### config.mk
export PLATFORM = sky130hd
export DESIGN_NAME = rv_multicycle_sequencer
export DESIGN_NICKNAME = d
export VERILOG_FILES = /design/src/rtl/rv_pkg.sv /design/src/rtl/rv_watchdog_counter.sv /design/src/rtl/rv_multicycle_sequencer.sv
export SDC_FILE = /design/constraint.sdc
export NUM_CORES = 1
export LEC_CHECK = 0
export BUFFER_PORTS_ARGS = -buffer_cell sky130_fd_sc_hd__buf_2
export CELL_PAD_IN_SITES_DETAIL_PLACEMENT = 1
export CELL_PAD_IN_SITES_GLOBAL_PLACEMENT = 1
export CORE_UTILIZATION = 35
export CTS_CLUSTER_DIAMETER = 60
export DETAILED_ROUTE_END_ITERATION = 6
export GPL_ROUTABILITY_DRIVEN = 0
export HOLD_SLACK_MARGIN = 0.1
export PLACE_DENSITY_LB_ADDON = 0.1
export SLEW_MARGIN = 20
export SYNTH_ARGS = -nofsm -noshare
export SYNTH_HDL_FRONTEND = slang
export SYNTH_HIERARCHICAL = 1
export SYNTH_SLANG_ARGS = --single-unit
### constraint.sdc
create_clock -name i_clk -period 3.8 [get_ports i_clk]
set_input_delay 0.76 -clock i_clk [delete_from_list [all_inputs] [get_ports i_clk]]
set_output_delay 0.76 -clock i_clk [all_outputs]
set_load 0.05 [all_outputs]
### src/rtl/rv_pkg.sv
// Shared definitions for the RV32 multi-cycle core: sequencer states,
// opcode constants and trap cause encodings.
package rv_pkg;

  typedef enum logic [2:0] {
    STATE_FETCH  = 3'd0,
    STATE_DECODE = 3'd1,
    STATE_EXEC   = 3'd2,
    STATE_WB     = 3'd3,
    STATE_TRAP   = 3'd4
  } rv_state_e;

  // Plain vector aliases of the state enum for code that keeps state in logic
  localparam logic [2:0] ST_FETCH  = STATE_FETCH;
  localparam logic [2:0] ST_DECODE = STATE_DECODE;
  localparam logic [2:0] ST_EXEC   = STATE_EXEC;
  localparam logic [2:0] ST_WB     = STATE_WB;
  localparam logic [2:0] ST_TRAP   = STATE_TRAP;

  localparam logic [6:0] OP_RTYPE  = 7'b0110011;
  localparam logic [6:0] OP_ITYPE  = 7'b0010011;
  localparam logic [6:0] OP_LOAD   = 7'b0000011;
  localparam logic [6:0] OP_STORE  = 7'b0100011;
  localparam logic [6:0] OP_BRANCH = 7'b1100011;

  localparam logic [1:0] CAUSE_NONE      = 2'd0;
  localparam logic [1:0] CAUSE_ILLEGAL   = 2'd1;
  localparam logic [1:0] CAUSE_TIMEOUT   = 2'd2;
  localparam logic [1:0] CAUSE_MISALIGN  = 2'd3;

  function automatic logic is_rtype(input logic [31:0] instr);
    return instr[6:0] == OP_RTYPE;
  endfunction

endpackage

### src/rtl/rv_watchdog_counter.sv
// Loadable down-counter that flags the last cycle of a bounded wait; shared by
// the ALU handshake and future memory waits.
module rv_watchdog_counter #(
  parameter int unsigned LOAD_VALUE = 16
) (
  input  logic i_clk,
  input  logic i_reset,
  input  logic i_load,
  input  logic i_en,
  output logic o_expire
);

  localparam int unsigned W = $clog2(LOAD_VALUE + 1);
  localparam logic [W-1:0] LOAD_CNT = W'(LOAD_VALUE);

  logic [W-1:0] r_count;

  // A count of 1 marks the final permitted cycle; 0 means idle, never expired
  always_ff @(posedge i_clk or posedge i_reset) begin
    if (i_reset) begin
      r_count <= '0;
    end else if (i_load) begin
      r_count <= LOAD_CNT;
    end else if (i_en && (r_count != '0)) begin
      r_count <= r_count - W'(1);
    end
  end

  assign o_expire = (r_count == W'(1));

endmodule

### src/rtl/rv_multicycle_sequencer.sv
// Multi-cycle control FSM: fetch, decode, ALU handshake and write-back for
// R-type instructions, with a sticky trap on anything it cannot execute.
module rv_multicycle_sequencer
  import rv_pkg::*;
#(
  parameter logic [31:0] RESET_PC    = 32'h0000_0000,
  parameter int unsigned ALU_TIMEOUT = 16
) (
  input  logic        i_clk,
  input  logic        i_reset,
  output logic        o_imem_req,
  output logic [31:0] o_imem_addr,
  input  logic        i_imem_valid,
  input  logic [31:0] i_imem_rdata,
  output logic [31:0] o_instruction_code,
  output logic        o_decode_en,
  output logic        o_alu_start,
  input  logic        i_alu_done,
  output logic        o_rf_we,
  output logic [31:0] o_pc,
  output logic [31:0] o_instret,
  output logic        o_trap,
  output logic [1:0]  o_trap_cause
);

  logic [2:0]  r_state;
  logic [31:0] r_pc;
  logic [31:0] r_instret;
  logic [31:0] r_instr;
  logic        r_imem_req;
  logic        r_alu_start;
  logic [1:0]  r_trap_cause;

  logic        w_wd_load;
  logic        w_wd_en;
  logic        w_expire;
  logic        w_done_ok;
  logic        w_pc_misaligned;

  assign w_wd_load       = (r_state == ST_DECODE);
  assign w_wd_en         = (r_state == ST_EXEC);
  assign w_done_ok       = i_alu_done && !r_alu_start;
  assign w_pc_misaligned = (r_pc[1:0] != 2'b00);

  rv_watchdog_counter #(
    .LOAD_VALUE (ALU_TIMEOUT)
  ) u_alu_watchdog (
    .i_clk    (i_clk),
    .i_reset  (i_reset),
    .i_load   (w_wd_load),
    .i_en     (w_wd_en),
    .o_expire (w_expire)
  );

  // imem_req is registered so it rises one edge after reset and, after WB,
  // is already high on the first FETCH cycle of the next instruction.
  always_ff @(posedge i_clk or posedge i_reset) begin
    if (i_reset) begin
      r_state      <= ST_FETCH;
      r_pc         <= RESET_PC;
      r_instret    <= '0;
      r_instr      <= '0;
      r_imem_req   <= 1'b0;
      r_alu_start  <= 1'b0;
      r_trap_cause <= CAUSE_NONE;
    end else begin
      r_alu_start <= 1'b0;
      case (r_state)
        ST_FETCH: begin
          if (!r_imem_req) begin
            if (w_pc_misaligned) begin
              r_state      <= ST_TRAP;
              r_trap_cause <= CAUSE_MISALIGN;
            end else begin
              r_imem_req <= 1'b1;
            end
          end else if (i_imem_valid) begin
            r_instr    <= i_imem_rdata;
            r_imem_req <= 1'b0;
            r_state    <= ST_DECODE;
          end
        end
        ST_DECODE: begin
          if (is_rtype(r_instr)) begin
            r_state     <= ST_EXEC;
            r_alu_start <= 1'b1;
          end else begin
            r_state      <= ST_TRAP;
            r_trap_cause <= CAUSE_ILLEGAL;
          end
        end
        // Done outranks the watchdog, so a done on the last allowed cycle retires
        ST_EXEC: begin
          if (w_done_ok) begin
            r_state <= ST_WB;
          end else if (w_expire) begin
            r_state      <= ST_TRAP;
            r_trap_cause <= CAUSE_TIMEOUT;
          end
        end
        ST_WB: begin
          r_pc       <= r_pc + 32'd4;
          r_instret  <= r_instret + 32'd1;
          r_imem_req <= 1'b1;
          r_state    <= ST_FETCH;
        end
        ST_TRAP: begin
          r_state <= ST_TRAP;
        end
        default: begin
          r_state <= ST_FETCH;
        end
      endcase
    end
  end

  assign o_imem_req         = r_imem_req;
  assign o_imem_addr        = r_pc;
  assign o_instruction_code = r_instr;
  assign o_decode_en        = (r_state == ST_DECODE);
  assign o_alu_start        = r_alu_start;
  assign o_rf_we            = (r_state == ST_WB) && (r_instr[11:7] != 5'd0);
  assign o_pc               = r_pc;
  assign o_instret          = r_instret;
  assign o_trap             = (r_state == ST_TRAP);
  assign o_trap_cause       = r_trap_cause;

endmodule

=== Word-level counts from Yosys, hierarchy flattened ===
Cells that the tools add are included.

* Reduce and logical (&&, ||, !) cells: 14
* Muxes and demuxes: 21
* $add $sub $neg: 3
* Equality and inequality tests: 14

{| class="wikitable"
|+ Operators by type and width
! kind !! count
|-
| 32-bit by 1-bit adder with 32-bit output (second input constant) || 1
|-
| 32-bit by 3-bit adder with 32-bit output (second input constant) || 1
|-
| 3-bit 2-to-1 mux || 6
|-
| 3-bit one-hot mux with 4 select lines || 1
|-
| 2-bit 2-to-1 mux || 5
|-
| 5-bit 2-to-1 mux || 2
|-
| 2-bit inequality test (second input constant) || 5
|-
| 5-bit nonzero test || 2
|-
| 3-bit inequality test (second input constant) || 3
|-
| 7-bit by 6-bit == test with 1-bit output (second input constant) || 1
|-
| 3-bit by 2-bit == test with 1-bit output (second input constant) || 2
|-
| 2-bit one-hot mux with 3 select lines || 1
|-
| 3-bit AND reduction || 2
|-
| 6-bit AND reduction || 1
|-
| 2-bit nonzero test || 3
|-
| 5-bit by 1-bit == test with 1-bit output (second input constant) || 1
|-
| 1-bit 2-to-1 mux || 5
|-
| 5-bit by 1-bit subtractor with 5-bit output (second input constant) || 1
|-
| 3-bit by 1-bit == test with 1-bit output (second input constant) || 1
|-
| 3-bit == test (second input constant) || 1
|-
| 1-bit logical AND || 3
|-
| 3-bit logical NOT || 1
|-
| 3-bit nonzero test || 1
|-
| 1-bit one-hot mux with 2 select lines || 1
|-
| 1-bit logical NOT || 1
|}

* Output and inout bits: 135
* Input bits: 36
* Bits in registers: 108
* Word-level logic and storage cells: 60

=== Logic depth before layout (Yosys ltp) ===
* Depth in word-level cells: 4
* Mapped depth: 6

=== Modules after synthesis ===
Netlist, hierarchy kept.

{| class="wikitable"
|+ By module, submodules not included
! module !! area an instance (µm²) !! sequential area each (µm²) !! times used !! cells each
|-
| rv_multicycle_sequencer || 4682.0 || 2527.4 || 1 || 404
|-
| rv_watchdog_counter || 295.3 || 125.1 || 1 || 31
|}

=== Least setup slack after synthesis ===
Ideal clock, no wire load.

* Path kind: register to register
* From: reg r_state[2]
* To: reg r_state[2]
* Path slack: 747 ps
* Data required time: 3673 ps
* Arrival time: 2926 ps
* Stages on the path, launching flop included: 6
* Cells stage by stage: dfrtp_1 -> clkbuf_1 -> nor3b_1 -> and4_1 -> a211oi_1 -> o2bb2a_1

* Elaborated cells between the ends (all ways): 9
* Those cells by class: eq/ne (6); mux (1); reduce/logical (2)

{| class="wikitable"
|+ RTL lines
! item !! RTL line !! RTL
|-
| start, declared || rv_multicycle_sequencer.sv:26 || <nowiki>logic [2:0] r_state;</nowiki>
|-
| start signal, assigned || rv_multicycle_sequencer.sv:59 || <nowiki>r_state <= ST_FETCH;</nowiki>
|-
| start signal, assigned || rv_multicycle_sequencer.sv:72 || <nowiki>r_state <= ST_TRAP;</nowiki>
|-
| start signal, assigned || rv_multicycle_sequencer.sv:80 || <nowiki>r_state <= ST_DECODE;</nowiki>
|-
| 3-bit by 1-bit == test with 1-bit output || -- ||
|-
| via o_decode_en || rv_multicycle_sequencer.sv:16 || <nowiki>output logic o_decode_en,</nowiki>
|-
| 3-bit one-hot mux with 4 select lines || rv_multicycle_sequencer.sv:68 || <nowiki>case (r_state)</nowiki>
|}

The timed path passes the listed nets, and every way through them passes these cells.
A chain may end at the register's enable or synchronous reset.

=== Worst setup path after layout ===
* From: reg r_state[1]
* To: out o_rf_we

* Word-level cells in the longest chain between the ends: 2

{| class="wikitable"
|+ Ends and longest elaborated chain
! item !! RTL line !! RTL
|-
| 3-bit by 2-bit == test with 1-bit output || rv_multicycle_sequencer.sv:122 || <nowiki>assign o_rf_we = (r_state == ST_WB) && (r_instr[11:7] != 5'd0);</nowiki>
|-
| 1-bit logical AND || rv_multicycle_sequencer.sv:122 ||
|-
| end, declared || rv_multicycle_sequencer.sv:19 || <nowiki>output logic o_rf_we,</nowiki>
|}

No other way between the ends.

==> flow_summary.ini <==
[clocking]
cts_buffer_depth = 2
htreeDepth = 3
ctsHoldBuffers = 0
clk_pin_slew_ps = 70
cts_resized = 0
cts_root_buf = clkbuf_16
postCtsSetupBuffers = 0
clk_latency_ps = 350
cts.sinks = 106
numCtsBuffers = 9
cts_tree = done

[pwr]
ir_worst_vdd_uv = 187
total_power_w = 0.00220
powerDensity_nw_per_um2 = 361
p_leak_nw = 3.35

[global_route]
top_usage_layer = met2
grt_start_max_net_pins = 61
grt_use_met1 = 0.215
grt_pass1_vias = 3748
grt_util_met2 = 0.264
overflow = 0
antenna_found_initial = 0
grt_use_total = 0.169
grt_first_pass_wirelength_mm = 19.2
use_met3 = 0.0522

[synthesis]
ys_ff_latch = 106
synth_area_leaders = dfrtp_1 53%, mux2_2 7.9%, xnor2_1 6.3%
synth_top_area_share = 0.533
synth_adder_area_share = 0.0101
synth-simple-area-share = 0.172
syn_area_um2 = 4980
syn_avg_cell_area_um2 = 11.4
ys.flop_type = dfrtp_1
synthCells = 435
synth_top_family_by_area = simple AND/OR/NAND/NOR gates
synth.distinct_cells = 49
synth-async-reset-ratio = 1.00
synth.yosys.seq_area_share = 0.533
synth-compound-area-share = 0.0261
yosys_warnings = 6
synthXorXnorAreaFrac = 0.106
synth_edf_count = 0
yosysTopAreaCell = dfrtp_1
muxShareOfSynthArea = 0.0812

[outcome]
status = finished, final reports clean

[placed_design]
placedCellCount = 741
dpl_cell_area_um2 = 5760
port_buffers = 166
place_hpwl_mm = 8.59

[route]
drt-initial-drc-count = 141
drtPass1Iterations = 4
wl_per_cell_um = 15.5
drcViolationCount = 0
drtAntennaViolNets = 0
viasPerCell = 4.84
vias = 3663
wl_mm = 11.8

[sta]
fin_crit_ps = 2450
max_freq_ghz = 0.407
fin_crit_sh = 0.646
rsz0062_at_grt = false
final.setup.tns_ps = 0
slew-limit-headroom = 0.388
finalHoldViolCount = 0
finalMaxSlewViolations = 0
clock_skew_ps = 10.1
tightest_slew_ps = 910
setup_viol = 0

[setup_path]
startpoint = r_state[1]
crit_type = reg -> out
required_ps = 3040
r2r_slack_ps = 1560
critPathArrivalTime_ps = 1690
crit_path_end_kind = output port
cp_max_fo = 14
reg2reg_from = r_state[1]
startpoint_type = flip-flop

[final_layout]
stdcell_count = 757
stdcell_area_um2 = 6080
regArea_um2 = 2650
layout.cells.most_common_list = 166 x buf_2, 106 x dfrtp_1, 36 x xnor2_1
post-route-util = 0.438
drive_gt1_frac = 0.399
final_common_cell = buf_2
multi_input_area_um2 = 1980
synthToLayoutAreaGrowth_pct = 22.2
fill_cells = 1584
nNetsFinal = 612
antenna_cells = 0

[die]
rows = 43
core-area_um2 = 13900
die_h_um = 121
ioPinCount = 171
dieArea_um2 = 14700
start_util = 0.359
dieWidth_um = 121

[flow_run]
drv_cap = 0

[hold_path]
hold_class = in -> async
[logic make-up after synthesis]
family,after synthesis
AND/OR/NAND/NOR,153
flip-flops,106
XOR/XNOR,60
buffers and inverters,57
multiplexers,36
AO/OA/AOI/OAI,18
adder cells (fa/ha/maj),4
other,1
[per-stage QoR]
stage | hold WS, ps | setup WS [ps]
final | 337 | 1350
after global routing | 341 | 1190
after CTS | 331 | 1310
after detailed placement | 483 | 1490
after global placement | 468 | 1570
after floorplan | 519 | 393
[layout make-up]
class	count	area share
flip-flops and latches	106	0.436
inverters	10	0.00658
clock buffers	11	0.0399
well taps	180	0.0370
multi-input cells	275	0.326
clock inverters	5	0.0128
repair buffers	170	0.142
[routing by layer]
layer | part of all wire | vias up
li1 | - | 1737
met1 | 0.44 | 1804
met2 | 0.47 | 111
met3 | 0.076 | 11
met4 | 0.016 | 0
met5 | 0 | -
[registers in the layout, summed over array words and instances (netlist names)]
| signal | cells |
|---|---|
| o_alu_start | 1 |
| r_state | 3 |
| u_alu_watchdog/r_count | 5 |
| o_imem_req | 1 |
| o_instruction_code | 32 |
| o_imem_addr | 30 |
| o_instret | 32 |
| o_trap_cause | 2 |
[worst max-delay path, stage by stage (launching register included)]
cell	delay (ps)
dfrtp_1	610
nand3b_4	260
a21oi_1	180
buf_2	290
[power breakdown]
group	switching [W]	internal (W)
Combinational	0.0000370	0.0000146
Sequential	0	0.00113
Clock	0.000424	0.000594
Total	0.000461	0.00174
[path summary, 6_finish.rpt]
kind / end / cells after the start
max: o_rf_we / 3
min: u_alu_watchdog/r_count[1] / 2
max reg2reg: o_imem_addr[24] / 4
min reg2reg: o_instret[18] / 1
max in group asynchronous: o_instruction_code[28] / 3
min in group i_clk: o_instret[18] / 1
[Yosys cell counts (all sizes together) (3+ instances only)]
library cell and count:
nor4 5, nand2b 3, o21ai 3, nor3b 4
dfrtp 106, clkbuf 7, nand2 32, mux2 35
and2 6, ha 4, and4 7, and3 8
xor2 24, buf 40, nand4 19, xnor2 36
nor3 16, inv 10, nand3 21, nor2 21
a21oi 4
No activity file was read; power rests on OpenSTA's default activity.
